<file path="src/rtl/pipe_hazard_ctrl_pkg.sv">
// rtl/pipe_hazard_ctrl_pkg.sv - shared types and constants for the pipeline hazard controller
//
// Purpose: FSM state encoding, next-PC select encodings and default widths
//          shared by the controller, its comparator and its interface.
// Contents:
//   state_e      RUN / STALL / FLUSH
//   PCSEL_*      pc_sel encodings (PC+1, rs target, memory target)
//   *_DEF        default parameter values
package pipe_hazard_ctrl_pkg;

  localparam int REG_AW_DEF       = 6;
  localparam int CNT_W_DEF        = 16;
  localparam int FLUSH_CYCLES_DEF = 3;

  typedef enum logic [1:0] {
    ST_RUN   = 2'd0,
    ST_STALL = 2'd1,
    ST_FLUSH = 2'd2
  } state_e;

  localparam logic [1:0] PCSEL_INC = 2'd0;
  localparam logic [1:0] PCSEL_BR  = 2'd1;
  localparam logic [1:0] PCSEL_MEM = 2'd2;

  // JumpMem wins over any other redirect source.
  function automatic logic [1:0] pc_sel_f(input logic jump_mem, input logic taken);
    if (jump_mem)   return PCSEL_MEM;
    else if (taken) return PCSEL_BR;
    else            return PCSEL_INC;
  endfunction

endpackage

</file>
<file path="src/rtl/pipe_hazard_ctrl_if.sv">
// rtl/pipe_hazard_ctrl_if.sv - pipeline-stage status in, sequencing controls out
//
// Purpose: bundles the ID/EX/WB status seen by the hazard controller and the
//          controls it returns to the datapath.
// Signals:
//   id_valid, id_rs1, id_rs2, id_use_rs1, id_use_rs2   ID-stage sources
//   ex_rd, ex_regwrt, wb_rd, wb_regwrt                 pending destinations
//   wb_BranchZ, wb_BranchN, wb_Jump, wb_JumpMem        WB control bits
//   wb_N, wb_Z                                         WB ALU flags
//   pc_write, ifid_write, idex_bubble, flush, pc_sel   datapath controls
//   state, stall_cnt, flush_cnt                        debug / statistics
// Modports: slave = controller, master = datapath (or bench).
interface pipe_hazard_ctrl_if
  import pipe_hazard_ctrl_pkg::*;
#(
  parameter int REG_AW = REG_AW_DEF,
  parameter int CNT_W  = CNT_W_DEF
);

  logic              id_valid;
  logic [REG_AW-1:0] id_rs1;
  logic [REG_AW-1:0] id_rs2;
  logic              id_use_rs1;
  logic              id_use_rs2;
  logic [REG_AW-1:0] ex_rd;
  logic              ex_regwrt;
  logic [REG_AW-1:0] wb_rd;
  logic              wb_regwrt;
  logic              wb_BranchZ;
  logic              wb_BranchN;
  logic              wb_Jump;
  logic              wb_JumpMem;
  logic              wb_N;
  logic              wb_Z;

  logic              pc_write;
  logic              ifid_write;
  logic              idex_bubble;
  logic              flush;
  logic [1:0]        pc_sel;
  logic [1:0]        state;
  logic [CNT_W-1:0]  stall_cnt;
  logic [CNT_W-1:0]  flush_cnt;

  modport slave (
    input  id_valid, id_rs1, id_rs2, id_use_rs1, id_use_rs2,
    input  ex_rd, ex_regwrt, wb_rd, wb_regwrt,
    input  wb_BranchZ, wb_BranchN, wb_Jump, wb_JumpMem, wb_N, wb_Z,
    output pc_write, ifid_write, idex_bubble, flush, pc_sel,
    output state, stall_cnt, flush_cnt
  );

  modport master (
    output id_valid, id_rs1, id_rs2, id_use_rs1, id_use_rs2,
    output ex_rd, ex_regwrt, wb_rd, wb_regwrt,
    output wb_BranchZ, wb_BranchN, wb_Jump, wb_JumpMem, wb_N, wb_Z,
    input  pc_write, ifid_write, idex_bubble, flush, pc_sel,
    input  state, stall_cnt, flush_cnt
  );

endinterface

</file>
<file path="src/rtl/pipe_hazard_ctrl_hazard_cmp.sv">
// rtl/pipe_hazard_ctrl_hazard_cmp.sv - one source register vs pending EX/WB destinations
//
// Purpose: flags a RAW dependency of a single ID source on an in-flight write.
// Ports:
//   src_i        source register address
//   use_i        instruction actually reads this source
//   ex_rd_i      EX-stage destination,  ex_regwrt_i  EX writes a register
//   wb_rd_i      WB-stage destination,  wb_regwrt_i  WB writes a register
//   hit_o        dependency present
module pipe_hazard_ctrl_hazard_cmp
  import pipe_hazard_ctrl_pkg::*;
#(
  parameter int REG_AW = REG_AW_DEF
) (
  input  logic [REG_AW-1:0] src_i,
  input  logic              use_i,
  input  logic [REG_AW-1:0] ex_rd_i,
  input  logic              ex_regwrt_i,
  input  logic [REG_AW-1:0] wb_rd_i,
  input  logic              wb_regwrt_i,
  output logic              hit_o
);

  // Register 0 is an ordinary register in this datapath, so no zero exemption.
  assign hit_o = use_i & ((ex_regwrt_i & (ex_rd_i == src_i)) |
                          (wb_regwrt_i & (wb_rd_i == src_i)));

endmodule

</file>
<file path="src/rtl/pipe_hazard_ctrl.sv">
// rtl/pipe_hazard_ctrl.sv - stall/flush sequencing controller for the 5-stage datapath
//
// Purpose: stalls on RAW hazards (no forwarding), redirects and flushes on
//          taken WB-stage branches/jumps, keeps saturating statistics.
// Ports:
//   clk     system clock, rising edge
//   rst_n   asynchronous active-low reset
//   bus     pipe_hazard_ctrl_if.slave (stage status in, controls out)
module pipe_hazard_ctrl
  import pipe_hazard_ctrl_pkg::*;
#(
  parameter int REG_AW       = REG_AW_DEF,
  parameter int FLUSH_CYCLES = FLUSH_CYCLES_DEF,
  parameter int CNT_W        = CNT_W_DEF
) (
  input  logic                clk,
  input  logic                rst_n,
  pipe_hazard_ctrl_if.slave   bus
);

  localparam int FC_W = (FLUSH_CYCLES > 1) ? $clog2(FLUSH_CYCLES) : 1;
  localparam logic [FC_W-1:0] FC_LOAD = FC_W'(FLUSH_CYCLES - 1);

  state_e           state_q, state_d;
  logic [FC_W-1:0]  fcnt_q, fcnt_d;
  logic [CNT_W-1:0] stall_cnt_q, stall_cnt_d;
  logic [CNT_W-1:0] flush_cnt_q, flush_cnt_d;

  logic hit_rs1, hit_rs2, hazard, taken;
  logic pc_write, ifid_write, idex_bubble, flush;
  logic stall_inc, flush_inc;

  pipe_hazard_ctrl_hazard_cmp #(.REG_AW(REG_AW)) u_cmp_rs1 (
    .src_i       (bus.id_rs1),
    .use_i       (bus.id_use_rs1),
    .ex_rd_i     (bus.ex_rd),
    .ex_regwrt_i (bus.ex_regwrt),
    .wb_rd_i     (bus.wb_rd),
    .wb_regwrt_i (bus.wb_regwrt),
    .hit_o       (hit_rs1)
  );

  pipe_hazard_ctrl_hazard_cmp #(.REG_AW(REG_AW)) u_cmp_rs2 (
    .src_i       (bus.id_rs2),
    .use_i       (bus.id_use_rs2),
    .ex_rd_i     (bus.ex_rd),
    .ex_regwrt_i (bus.ex_regwrt),
    .wb_rd_i     (bus.wb_rd),
    .wb_regwrt_i (bus.wb_regwrt),
    .hit_o       (hit_rs2)
  );

  assign hazard = bus.id_valid & (hit_rs1 | hit_rs2);
  assign taken  = bus.wb_Jump | bus.wb_JumpMem |
                  (bus.wb_BranchZ & bus.wb_Z) | (bus.wb_BranchN & bus.wb_N);

  always_comb begin
    state_d     = state_q;
    fcnt_d      = fcnt_q;
    pc_write    = 1'b1;
    ifid_write  = 1'b1;
    idex_bubble = 1'b0;
    flush       = 1'b0;
    stall_inc   = 1'b0;
    flush_inc   = 1'b0;

    // A taken redirect wins in every state; in FLUSH it simply reloads the count.
    if (taken) begin
      flush     = 1'b1;
      fcnt_d    = FC_LOAD;
      flush_inc = 1'b1;
      state_d   = (FLUSH_CYCLES > 1) ? ST_FLUSH : ST_RUN;
    end else begin
      case (state_q)
        ST_FLUSH: begin
          // ID holds a squashed instruction, so its hazard is irrelevant here.
          flush       = 1'b1;
          idex_bubble = 1'b1;
          pc_write    = 1'b0;
          if (fcnt_q <= FC_W'(1)) begin
            fcnt_d  = '0;
            state_d = ST_RUN;
          end else begin
            fcnt_d  = fcnt_q - FC_W'(1);
          end
        end
        default: begin
          if (hazard) begin
            pc_write    = 1'b0;
            ifid_write  = 1'b0;
            idex_bubble = 1'b1;
            stall_inc   = 1'b1;
            state_d     = ST_STALL;
          end else begin
            state_d     = ST_RUN;
          end
        end
      endcase
    end

    stall_cnt_d = (stall_inc && (stall_cnt_q != '1)) ? stall_cnt_q + CNT_W'(1) : stall_cnt_q;
    flush_cnt_d = (flush_inc && (flush_cnt_q != '1)) ? flush_cnt_q + CNT_W'(1) : flush_cnt_q;
  end

  always_ff @(posedge clk or negedge rst_n) begin
    if (!rst_n) begin
      state_q     <= ST_RUN;
      fcnt_q      <= '0;
      stall_cnt_q <= '0;
      flush_cnt_q <= '0;
    end else begin
      state_q     <= state_d;
      fcnt_q      <= fcnt_d;
      stall_cnt_q <= stall_cnt_d;
      flush_cnt_q <= flush_cnt_d;
    end
  end

  assign bus.pc_write    = pc_write;
  assign bus.ifid_write  = ifid_write;
  assign bus.idex_bubble = idex_bubble;
  assign bus.flush       = flush;
  assign bus.pc_sel      = pc_sel_f(bus.wb_JumpMem, taken);
  assign bus.state       = state_q;
  assign bus.stall_cnt   = stall_cnt_q;
  assign bus.flush_cnt   = flush_cnt_q;

endmodule
</file>
<file path="src/flat_wrapper.sv">
// flat-port wrapper written by rule: the top's interface ports become plain ports
module pipe_hazard_ctrl_flat import pipe_hazard_ctrl_pkg::*;
#(
  parameter int REG_AW       = REG_AW_DEF,
  parameter int FLUSH_CYCLES = FLUSH_CYCLES_DEF,
  parameter int CNT_W        = CNT_W_DEF
)
  (clk, rst_n, bus_id_valid, bus_id_rs1, bus_id_rs2, bus_id_use_rs1, bus_id_use_rs2, bus_ex_rd, bus_ex_regwrt, bus_wb_rd, bus_wb_regwrt, bus_wb_BranchZ, bus_wb_BranchN, bus_wb_Jump, bus_wb_JumpMem, bus_wb_N, bus_wb_Z, bus_pc_write, bus_ifid_write, bus_idex_bubble, bus_flush, bus_pc_sel, bus_state, bus_stall_cnt, bus_flush_cnt);
  pipe_hazard_ctrl_if #(.REG_AW(REG_AW), .CNT_W(CNT_W)) bus_i ();
  input  logic clk;
  input  logic rst_n;
  input wire logic [$bits(bus_i.id_valid)-1:0] bus_id_valid;
  input wire logic [$bits(bus_i.id_rs1)-1:0] bus_id_rs1;
  input wire logic [$bits(bus_i.id_rs2)-1:0] bus_id_rs2;
  input wire logic [$bits(bus_i.id_use_rs1)-1:0] bus_id_use_rs1;
  input wire logic [$bits(bus_i.id_use_rs2)-1:0] bus_id_use_rs2;
  input wire logic [$bits(bus_i.ex_rd)-1:0] bus_ex_rd;
  input wire logic [$bits(bus_i.ex_regwrt)-1:0] bus_ex_regwrt;
  input wire logic [$bits(bus_i.wb_rd)-1:0] bus_wb_rd;
  input wire logic [$bits(bus_i.wb_regwrt)-1:0] bus_wb_regwrt;
  input wire logic [$bits(bus_i.wb_BranchZ)-1:0] bus_wb_BranchZ;
  input wire logic [$bits(bus_i.wb_BranchN)-1:0] bus_wb_BranchN;
  input wire logic [$bits(bus_i.wb_Jump)-1:0] bus_wb_Jump;
  input wire logic [$bits(bus_i.wb_JumpMem)-1:0] bus_wb_JumpMem;
  input wire logic [$bits(bus_i.wb_N)-1:0] bus_wb_N;
  input wire logic [$bits(bus_i.wb_Z)-1:0] bus_wb_Z;
  output wire logic [$bits(bus_i.pc_write)-1:0] bus_pc_write;
  output wire logic [$bits(bus_i.ifid_write)-1:0] bus_ifid_write;
  output wire logic [$bits(bus_i.idex_bubble)-1:0] bus_idex_bubble;
  output wire logic [$bits(bus_i.flush)-1:0] bus_flush;
  output wire logic [$bits(bus_i.pc_sel)-1:0] bus_pc_sel;
  output wire logic [$bits(bus_i.state)-1:0] bus_state;
  output wire logic [$bits(bus_i.stall_cnt)-1:0] bus_stall_cnt;
  output wire logic [$bits(bus_i.flush_cnt)-1:0] bus_flush_cnt;
  assign bus_i.id_valid = bus_id_valid;
  assign bus_i.id_rs1 = bus_id_rs1;
  assign bus_i.id_rs2 = bus_id_rs2;
  assign bus_i.id_use_rs1 = bus_id_use_rs1;
  assign bus_i.id_use_rs2 = bus_id_use_rs2;
  assign bus_i.ex_rd = bus_ex_rd;
  assign bus_i.ex_regwrt = bus_ex_regwrt;
  assign bus_i.wb_rd = bus_wb_rd;
  assign bus_i.wb_regwrt = bus_wb_regwrt;
  assign bus_i.wb_BranchZ = bus_wb_BranchZ;
  assign bus_i.wb_BranchN = bus_wb_BranchN;
  assign bus_i.wb_Jump = bus_wb_Jump;
  assign bus_i.wb_JumpMem = bus_wb_JumpMem;
  assign bus_i.wb_N = bus_wb_N;
  assign bus_i.wb_Z = bus_wb_Z;
  assign bus_pc_write = bus_i.pc_write;
  assign bus_ifid_write = bus_i.ifid_write;
  assign bus_idex_bubble = bus_i.idex_bubble;
  assign bus_flush = bus_i.flush;
  assign bus_pc_sel = bus_i.pc_sel;
  assign bus_state = bus_i.state;
  assign bus_stall_cnt = bus_i.stall_cnt;
  assign bus_flush_cnt = bus_i.flush_cnt;
  pipe_hazard_ctrl #(.REG_AW(REG_AW), .FLUSH_CYCLES(FLUSH_CYCLES), .CNT_W(CNT_W)) u_core (.clk(clk), .rst_n(rst_n), .bus(bus_i));
endmodule
</file>
<file path="config.mk">
export PLATFORM = sky130hd
export DESIGN_NAME = pipe_hazard_ctrl_flat
export DESIGN_NICKNAME = d
export VERILOG_FILES = /design/src/rtl/pipe_hazard_ctrl_pkg.sv /design/src/rtl/pipe_hazard_ctrl_if.sv /design/src/rtl/pipe_hazard_ctrl_hazard_cmp.sv /design/src/rtl/pipe_hazard_ctrl.sv /design/src/flat_wrapper.sv
export SDC_FILE = /design/constraint.sdc
export NUM_CORES = 1
export LEC_CHECK = 0
export CORE_MARGIN = 5
export CORE_UTILIZATION = 47
export CTS_CLUSTER_DIAMETER = 120
export DETAILED_ROUTE_END_ITERATION = 16
export GPL_TIMING_DRIVEN = 0
export PLACE_DENSITY = 0.86
export SLEW_MARGIN = 30
export SYNTH_ARGS = -nofsm -noshare
export SYNTH_HDL_FRONTEND = slang
export SYNTH_SLANG_ARGS = --single-unit
</file>
<file path="constraint.sdc">
create_clock -name clk -period 4.5 [get_ports clk]
set_clock_uncertainty 0.2 [all_clocks]
set_input_delay 0.9 -clock clk [delete_from_list [all_inputs] [get_ports clk]]
set_output_delay 0.9 -clock clk [all_outputs]
set_load 0.05 [all_outputs]
</file>
==> results.cfg, run 1 <==
[clock_tree]
root_buffer = clkbuf_8
path_clk_slew_ns = 0.07
postCtsHoldBufs = 0
cts_setup_buffers = 0
clock_sinks = 36
tritoncts = done
htreeDepth = 2
cts_made_buffers = 5
clockBufferDepth = 2
insertion_delay_ns = 0.29
cts_resized = 0

[sta]
post-route-period-util_pct = 94.9
relSlewSlack_pct = 64.9
setup_ws_ns = 0.228
hold_violations = 0
slew_viol_final = 0
setup_viol = 0
fin_tns_setup_ns = 0
tightest_slew_ns = 0.526
timing.fmax_mhz = 234
rsz0062_at_grt = false
layout_min_cycle_time_ns = 4.27

[global_route]
grt_antenna_before_repair = 0
grt_start_max_net_pins = 20
overflow = 0
grt_pass1_wl_microns = 7990
grt_pass1_vias = 1687
track_usage_pct = 19.1

[detailed_routing]
drc = 0
vias = 1627
drtAntennaViolNets = 0
drt_iter0_markers = 77
wirelength_microns = 4910
dr.pass1.iters = 4
viasPerCell = 5.17
routedWlPerCell_microns = 15.6

[setup_path]
cp_data_arrival_time_ns = 3.17
end_kind = primary output
criticalPathCategory = in -> out
path_buf_inv = 2
rr_startpoint = u_core.bus.flush_cnt[0]
path_cells = clkdlybuf4s50_1, xnor2_1, nand3_1, o22ai_1, a22oi_1, nor2b_1, o21ai_0, clkdlybuf4s50_1
critPathLaunch = bus_ex_rd[5]
required_ns = 3.40
cp_slowest_stage_delay_ns = 0.87
crit_slowest_cell = clkdlybuf4s50_1
cp_top_family = buffers and inverters
cp-start-kind = input pin
critPathMaxFanout = 2
cp_common_cell = clkdlybuf4s50_1

[worst_hold_path]
hold_class = reg -> reg
min-delay-start = u_core.bus.flush_cnt[13]

[power_and_ir_drop]
leakagePower_nw = 1.18
peakVddDrop_mv = 0.248
power.density_nw_per_um2 = 352

[floorplanning]
die_h_microns = 74.0
num_rows = 23
die_x_microns = 74.0
initial_core_util_pct = 48.1
die-area_sq_um = 5480
num_io_pins = 77
core_area_sq_um = 4000

[run_status]
status = complete, no violations

[placement]
place_congestion = 0.876
portBuffers = 76
dp_hpwl_microns = 3950
pre_cts_ws_ns = 0.236
dp_cells = 307

[cells_and_area]
fin_nets = 303
drive_above_1_share_pct = 6.79
final_util_pct = 72.0
synthToLayoutAreaGrowth_pct = 49.5
multi_input_area_sq_um = 976
num_antenna_cells = 0
fill_cells = 309
stdcell_count = 315
register_area_sq_um = 901

[synthesis]
yosysWarnings = 0
synth_cell_types = 31
synth-seq-cells = 36
synth_area_sq_um = 1930
synthCells = 180
synth-seq-area-share_pct = 46.8
avgSynthCellArea_sq_um = 10.7
synth_nets = 219

[job]
cap_violations = 0
-- power breakdown --
group	internal [mW]	leakage, nW	total (mW)	switching [mW]
clock network	0.164	0.0552	0.277	0.113
logic	0.140	0.648	0.336	0.196
registers	0.358	0.474	0.399	0.0410
-- layer usage --
| metal | up-vias | GRT usage (%) | routed length [microns] |
|---|---|---|---|
| met1 | 784 | 23.3 | 1970 |
| met5 | - | 0 | 0 |
| met4 | 0 | 4.43 | 69 |
| li1 | 790 | - | - |
| met2 | 45 | 34.1 | 2580 |
| met3 | 8 | 4.59 | 296 |
-- area by class of cell --
cell class	count	area share, %
Multi-Input combinational cell	136	33.9
Inverter	4	0.522
Clock buffer	6	2.52
Tap cell	50	2.17
Sequential cell	36	31.3
Clock inverter	2	1.22
Timing Repair Buffer	77	27.2
Buffer	4	1.17
-- cell families after synthesis --
group,share of synthesized area [%]
muxes,1.17
AOI/OAI and AO/OA,4.29
adders and majority gates,1.30
xor gates and xnor gates,24.6
and+or+nand+nor,19.4
buffers and inverters,2.53
DFF,46.8
-- sequential cells by signal (all words and copies together) (netlist names) --
name,cells
u_core.fcnt_q,2
u_core.bus.flush_cnt,16
u_core.bus.stall_cnt,16
u_core.bus.state,2
-- final timing paths --
kind                            slack, ns                  endpoint  depth (start not counted)
worst min register to register       0.30  u_core.bus.flush_cnt[13]                          1
min in group asynchronous            0.36   u_core.bus.flush_cnt[9]                          1
worst max-delay path                 0.23              bus_pc_write                          8
worst min-delay path                 0.30  u_core.bus.flush_cnt[13]                          1
worst max register to register       2.19  u_core.bus.flush_cnt[11]                          8
max in group asynchronous            3.28   u_core.bus.stall_cnt[4]                          2
-- cells in the final DEF (no fill, tap or decap), drive strengths merged, types with 3 or more instances in the layout --
cell type,count
and2,3
and3,5
buf,5
clkbuf,7
clkdlybuf4s50,75
dfrtp,36
inv,4
nand2,13
nand3,13
nand4,16
nor2,8
nor2b,4
o21ai,3
xnor2,47
xor2,7
-- synth_stat cells --
master	number	area, sq um
xnor2_1	47	412
dfrtp_1	36	901
nand4_1	16	100
nand2_1	13	48.8
nand3_1	13	65.1
nor2_1	8	30.0
xor2_1	7	61.3
and3_1	4	25.0
nor2b_1	4	25.0
inv_1	3	11.3
o21ai_0	3	15.0
and2_1	2	12.5
buf_6	2	22.5
ha_1	2	25.0
mux2_1	2	22.5
nand2b_1	2	12.5
o22ai_1	2	12.5
a211o_1	1	8.76
a21oi_4	1	16.3
a22oi_1	1	7.51
a31oi_1	1	6.26
a41oi_2	1	16.3
and2_4	1	8.76
and3_4	1	11.3
and3b_1	1	8.76
and4_1	1	8.76
and4_4	1	11.3
buf_4	1	7.51
clkbuf_1	1	3.75
inv_2	1	3.75
nor3_1	1	5.00
-- metrics by stage --
step                power, mW  hold slack (ns)  area (sq um)
floorplan               0.603            0.253          1930
global placement        0.732            0.279          2750
detailed placement      0.744            0.283          2770
CTS                      1.02            0.301          2880
global route             1.06            0.327          2880
finish                   1.01            0.300          2880
Note: power is estimated with default switching activity, not from simulation.
==> run 2, diff against run 1 <==
--- a/config.mk
+++ b/config.mk
@@ -11,7 +11,8 @@
 export DETAILED_ROUTE_END_ITERATION = 16
 export GPL_TIMING_DRIVEN = 0
 export PLACE_DENSITY = 0.86
-export SLEW_MARGIN = 30
+export SETUP_SLACK_MARGIN = 0.1
+export SLEW_MARGIN = 20
 export SYNTH_ARGS = -nofsm -noshare
 export SYNTH_HDL_FRONTEND = slang
 export SYNTH_SLANG_ARGS = --single-unit
==> results.cfg, run 2 (synthesis results as in run 1) <==
[global_route]
grt_antenna_before_repair = 0
grt_pass1_vias = 1687
track_usage_pct = 19.1
grt_pass1_wl_microns = 7990
overflow = 0
grt_start_max_net_pins = 20

[clock_tree]
root_buffer = clkbuf_8
tritoncts = done
clockBufferDepth = 2
cts_made_buffers = 5
htreeDepth = 2
insertion_delay_ns = 0.29
cts_setup_buffers = 0
clock_sinks = 36
path_clk_slew_ns = 0.07

[power_and_ir_drop]
finalPower_mw = 1.01
leakagePower_nw = 1.18
peakVddDrop_mv = 0.248
power.density_nw_per_um2 = 351

[setup_path]
cp-start-kind = input pin
rr_startpoint = u_core.bus.flush_cnt[0]
endpoint = bus_idex_bubble
end_kind = primary output
required_ns = 3.40
critPathLaunch = bus_id_rs1[3]
rr_worst_depth = 8
cp_data_arrival_time_ns = 3.12
r2r_slack_ns = 2.19
criticalPathCategory = in -> out
rr_endpoint = u_core.bus.flush_cnt[11]
critPathMaxFanout = 2

[sta]
setup_ws_ns = 0.276
fin_tns_setup_ns = 0
hold_violations = 0
setup_viol = 0
rsz0062_at_grt = false
layout_min_cycle_time_ns = 4.22
relSlewSlack_pct = 64.9
post-route-period-util_pct = 93.9
tightest_slew_ns = 0.526
timing.fmax_mhz = 237
slew_viol_final = 0
whs_ns = 0.301

[run_status]
status = complete, no violations

[detailed_routing]
drtAntennaViolNets = 0
drt_iter0_markers = 73
vias = 1624
drc = 0
wirelength_microns = 4910
routedWlPerCell_microns = 15.6
viasPerCell = 5.16
dr.pass1.iters = 4

[placement]
portBuffers = 76
pre_cts_ws_ns = 0.236
place_area_sq_um = 2770
dp_cells = 307
place_congestion = 0.876
dp_hpwl_microns = 3950

[cells_and_area]
mostFrequentLayoutCells = 74 x clkdlybuf4s50_1, 47 x xnor2_1, 36 x dfrtp_1, 16 x nand4_1
stdcell_count = 315
num_antenna_cells = 0
fin_nets = 303
drive_above_1_share_pct = 6.79
synthToLayoutAreaGrowth_pct = 49.6
design_area_sq_um = 2880
fill_cells = 309
final_util_pct = 72.0
final_common_cell = clkdlybuf4s50_1

[job]
cap_violations = 0

[floorplanning]
die-area_sq_um = 5480
core_area_sq_um = 4000
num_rows = 23
num_io_pins = 77
die_x_microns = 74.0
initial_core_util_pct = 48.1
die_h_microns = 74.0

[worst_hold_path]
hold_class = reg -> reg
run 2: cell types whose count changed in the layout (fill, tap and decap cells not counted), sizes merged:
cell and delta:
clkdlybuf4s50 -1, dlymetal6s2s +1
run 2: metal layers:
| layer | up-vias | part of all wire [%] | global-route usage [%] |
|---|---|---|---|
| met4 | 0 | 1.4 | 4.43 |
| met2 | 41 | 52 | 34.1 |
| met5 | - | 0 | 0 |
| met3 | 8 | 5.8 | 4.59 |
| li1 | 791 | - | - |
| met1 | 784 | 40 | 23.3 |
run 2: layout make-up:
cell class | instances | area (sq um) | share of cell area, %
buffer | 4 | 33.8 | 1.17
clock buffer | 6 | 72.6 | 2.52
clock inverter | 2 | 35.0 | 1.22
inverter | 4 | 15.0 | 0.521
multi-input combinational | 136 | 976 | 33.9
sequential | 36 | 901 | 31.3
tap | 50 | 62.6 | 2.17
timing repair buffer | 77 | 786 | 27.3
run 2: critical path: stages:
cell and delay, ns:
clkdlybuf4s50_1 0.46, xnor2_1 0.23, nand4_1 0.12, o22ai_1 0.16, a22oi_1 0.11, nor2b_1 0.14, o21ai_0 0.13, inv_1 0.08
clkdlybuf4s50_1 0.79
run 2: report_power, final:
part	switching, mW	leakage, nW	internal [mW]
clock network	0.113	0.0552	0.164
logic	0.196	0.650	0.140
registers	0.0410	0.474	0.358
total	0.350	1.18	0.662
run 2: worst min-delay path by stage:
stage / from / to / cells past startpoint
2_1_floorplan: u_core.fcnt_q[1] / u_core.bus.state[1] / 2
3_3_place_gp: u_core.bus.flush_cnt[9] / u_core.bus.flush_cnt[9] / 1
3_5_place_dp: u_core.fcnt_q[1] / u_core.bus.state[1] / 2
4_1_cts: u_core.bus.flush_cnt[13] / u_core.bus.flush_cnt[13] / 1
5_1_grt: u_core.bus.flush_cnt[13] / u_core.bus.flush_cnt[13] / 1
6_report: u_core.fcnt_q[1] / u_core.bus.state[1] / 2
run 2: what timing repair did:
action                     CTS  global route
hold buffers                 0             0
resized for setup            0             1
setup endpoints to repair    0             1
==> run 3, diff against run 2 <==
--- a/config.mk
+++ b/config.mk
@@ -6,11 +6,11 @@
 export NUM_CORES = 1
 export LEC_CHECK = 0
 export CORE_MARGIN = 5
-export CORE_UTILIZATION = 47
+export CORE_UTILIZATION = 25
 export CTS_CLUSTER_DIAMETER = 120
 export DETAILED_ROUTE_END_ITERATION = 16
 export GPL_TIMING_DRIVEN = 0
-export PLACE_DENSITY = 0.86
+export PLACE_DENSITY = 0.51
 export SETUP_SLACK_MARGIN = 0.1
 export SLEW_MARGIN = 20
 export SYNTH_ARGS = -nofsm -noshare
==> results.cfg, run 3 (synthesis results as in run 1) <==
[sta]
setup_ws_ns = 0.326
hold_violations = 0
rsz0062_at_grt = false
slew_viol_final = 0
setup_viol = 0
timing.fmax_mhz = 240
layout_min_cycle_time_ns = 4.17
post-route-period-util_pct = 92.8
relSlewSlack_pct = 63.7
fin_tns_setup_ns = 0
tightest_slew_ns = 0.543

[cells_and_area]
final_util_pct = 38.4
multi_input_area_sq_um = 976
stdcell_count = 367
register_area_sq_um = 901
fin_nets = 303
final_common_cell = clkdlybuf4s50_1
mostFrequentLayoutCells = 73 x clkdlybuf4s50_1, 47 x xnor2_1, 36 x dfrtp_1, 16 x nand4_1
num_antenna_cells = 0
drive_above_1_share_pct = 6.42
synthToLayoutAreaGrowth_pct = 51.9
fill_cells = 767

[power_and_ir_drop]
leakagePower_nw = 1.18
switching_share_pct = 35.7
p_seq_share_pct = 41.1
p_sw_mw = 0.345
clockPowerShare_pct = 24.6
pwr-share-comb_pct = 34.3
power.density_nw_per_um2 = 331
peakVddDrop_mv = 0.153
p_int_mw = 0.622

[clock_tree]
cts_setup_buffers = 0
insertion_delay_ns = 0.28
cts_made_buffers = 5
clock_sinks = 36
tritoncts = done
root_buffer = clkbuf_8
postCtsHoldBufs = 0
htreeDepth = 2
path_clk_slew_ns = 0.07
cts_resized = 0
clockBufferDepth = 2

[floorplanning]
num_rows = 32
die-area_sq_um = 9560
core_area_sq_um = 7610
initial_core_util_pct = 25.3
die_x_microns = 97.8
die_h_microns = 97.8
num_io_pins = 77

[setup_path]
criticalPathCategory = in -> out
path_cells = clkdlybuf4s50_1, xnor2_1, nand4_1, o22ai_1, a22oi_1, nor2b_1, nor2b_1, inv_2, clkdlybuf4s50_1
cp_slowest_stage_delay_ns = 0.71
end_kind = primary output
required_ns = 3.40
cp_data_arrival_time_ns = 3.07
crit_slowest_cell = clkdlybuf4s50_1
critPathMaxFanout = 2
cp-start-kind = input pin

[placement]
dp_hpwl_microns = 3780
place_congestion = 0.750
portBuffers = 76
dp_cells = 359
pre_cts_ws_ns = 0.213

[detailed_routing]
drc = 0
dr.pass1.iters = 4
routedWlPerCell_microns = 12.8
viasPerCell = 4.26
vias = 1564
drtAntennaViolNets = 0
drt_iter0_markers = 30
wirelength_microns = 4710

[global_route]
grt_antenna_before_repair = 0
overflow = 0
grt_start_max_net_pins = 26
grt_pass1_vias = 1648
grt_pass1_wl_microns = 7910
track_usage_pct = 10.1

[run_status]
status = complete, no violations

[job]
cap_violations = 0

[worst_hold_path]
hold_class = in -> async
-- run 3: final timing paths --
kind	from	end	slack (ns)	depth (start not counted)
max	bus_wb_rd[1]	bus_ifid_write	0.33	9
min	rst_n	u_core.bus.flush_cnt[12]	0.30	1
max reg2reg	u_core.bus.flush_cnt[0]	u_core.bus.flush_cnt[11]	2.21	8
min reg2reg	u_core.bus.stall_cnt[12]	u_core.bus.stall_cnt[12]	0.30	1
max in group asynchronous	rst_n	u_core.bus.stall_cnt[9]	3.36	2
min in group clk	u_core.bus.stall_cnt[12]	u_core.bus.stall_cnt[12]	0.30	1
-- run 3: power by group through the flow --
| stage | logic [mW] | clock network (mW) | registers (mW) |
|---|---|---|---|
| after floorplan | 0.0907 | 0 | 0.512 |
| after global placement | 0.332 | 0 | 0.404 |
| after detailed placement | 0.336 | 0 | 0.405 |
| after CTS | 0.336 | 0.249 | 0.399 |
| after global routing | 0.353 | 0.267 | 0.405 |
| final | 0.331 | 0.238 | 0.398 |
-- run 3: area by class of cell --
class / count / area share, %
inverter: 4 / 0.513
timing repair buffer: 77 / 26.7
multi-input combinational: 136 / 33.4
clock buffer: 8 / 3.08
tap: 102 / 4.36
buffer: 4 / 1.16
sequential: 36 / 30.8
-- run 3: worst max-delay path, delay by kind of cell --
kind,cells,cell delay (ns)
simple gates,3,0.48
compound gates,2,0.29
buf+inv,3,1.27
xor+xnor,1,0.13
-- run 3: stage by stage --
stage	hold slack, ns	area [sq um]	total power [mW]
2_1_floorplan	0.253	1930	0.603
3_3_place_gp	0.278	2810	0.737
3_5_place_dp	0.285	2830	0.741
4_1_cts	0.299	2920	0.984
5_1_grt	0.306	2920	1.02
6_report	0.295	2920	0.967
-- run 3: routing by layer --
| layer | GRT usage (%) | share of wire, % | vias up | wire length [microns] |
|---|---|---|---|---|
| li1 | - | - | 787 | - |
| met1 | 12.4 | 44 | 736 | 2080 |
| met2 | 16.8 | 49 | 37 | 2330 |
| met3 | 3.64 | 5.4 | 4 | 253 |
| met4 | 2.34 | 0.98 | 0 | 46 |
| met5 | 0 | 0 | - | 0 |
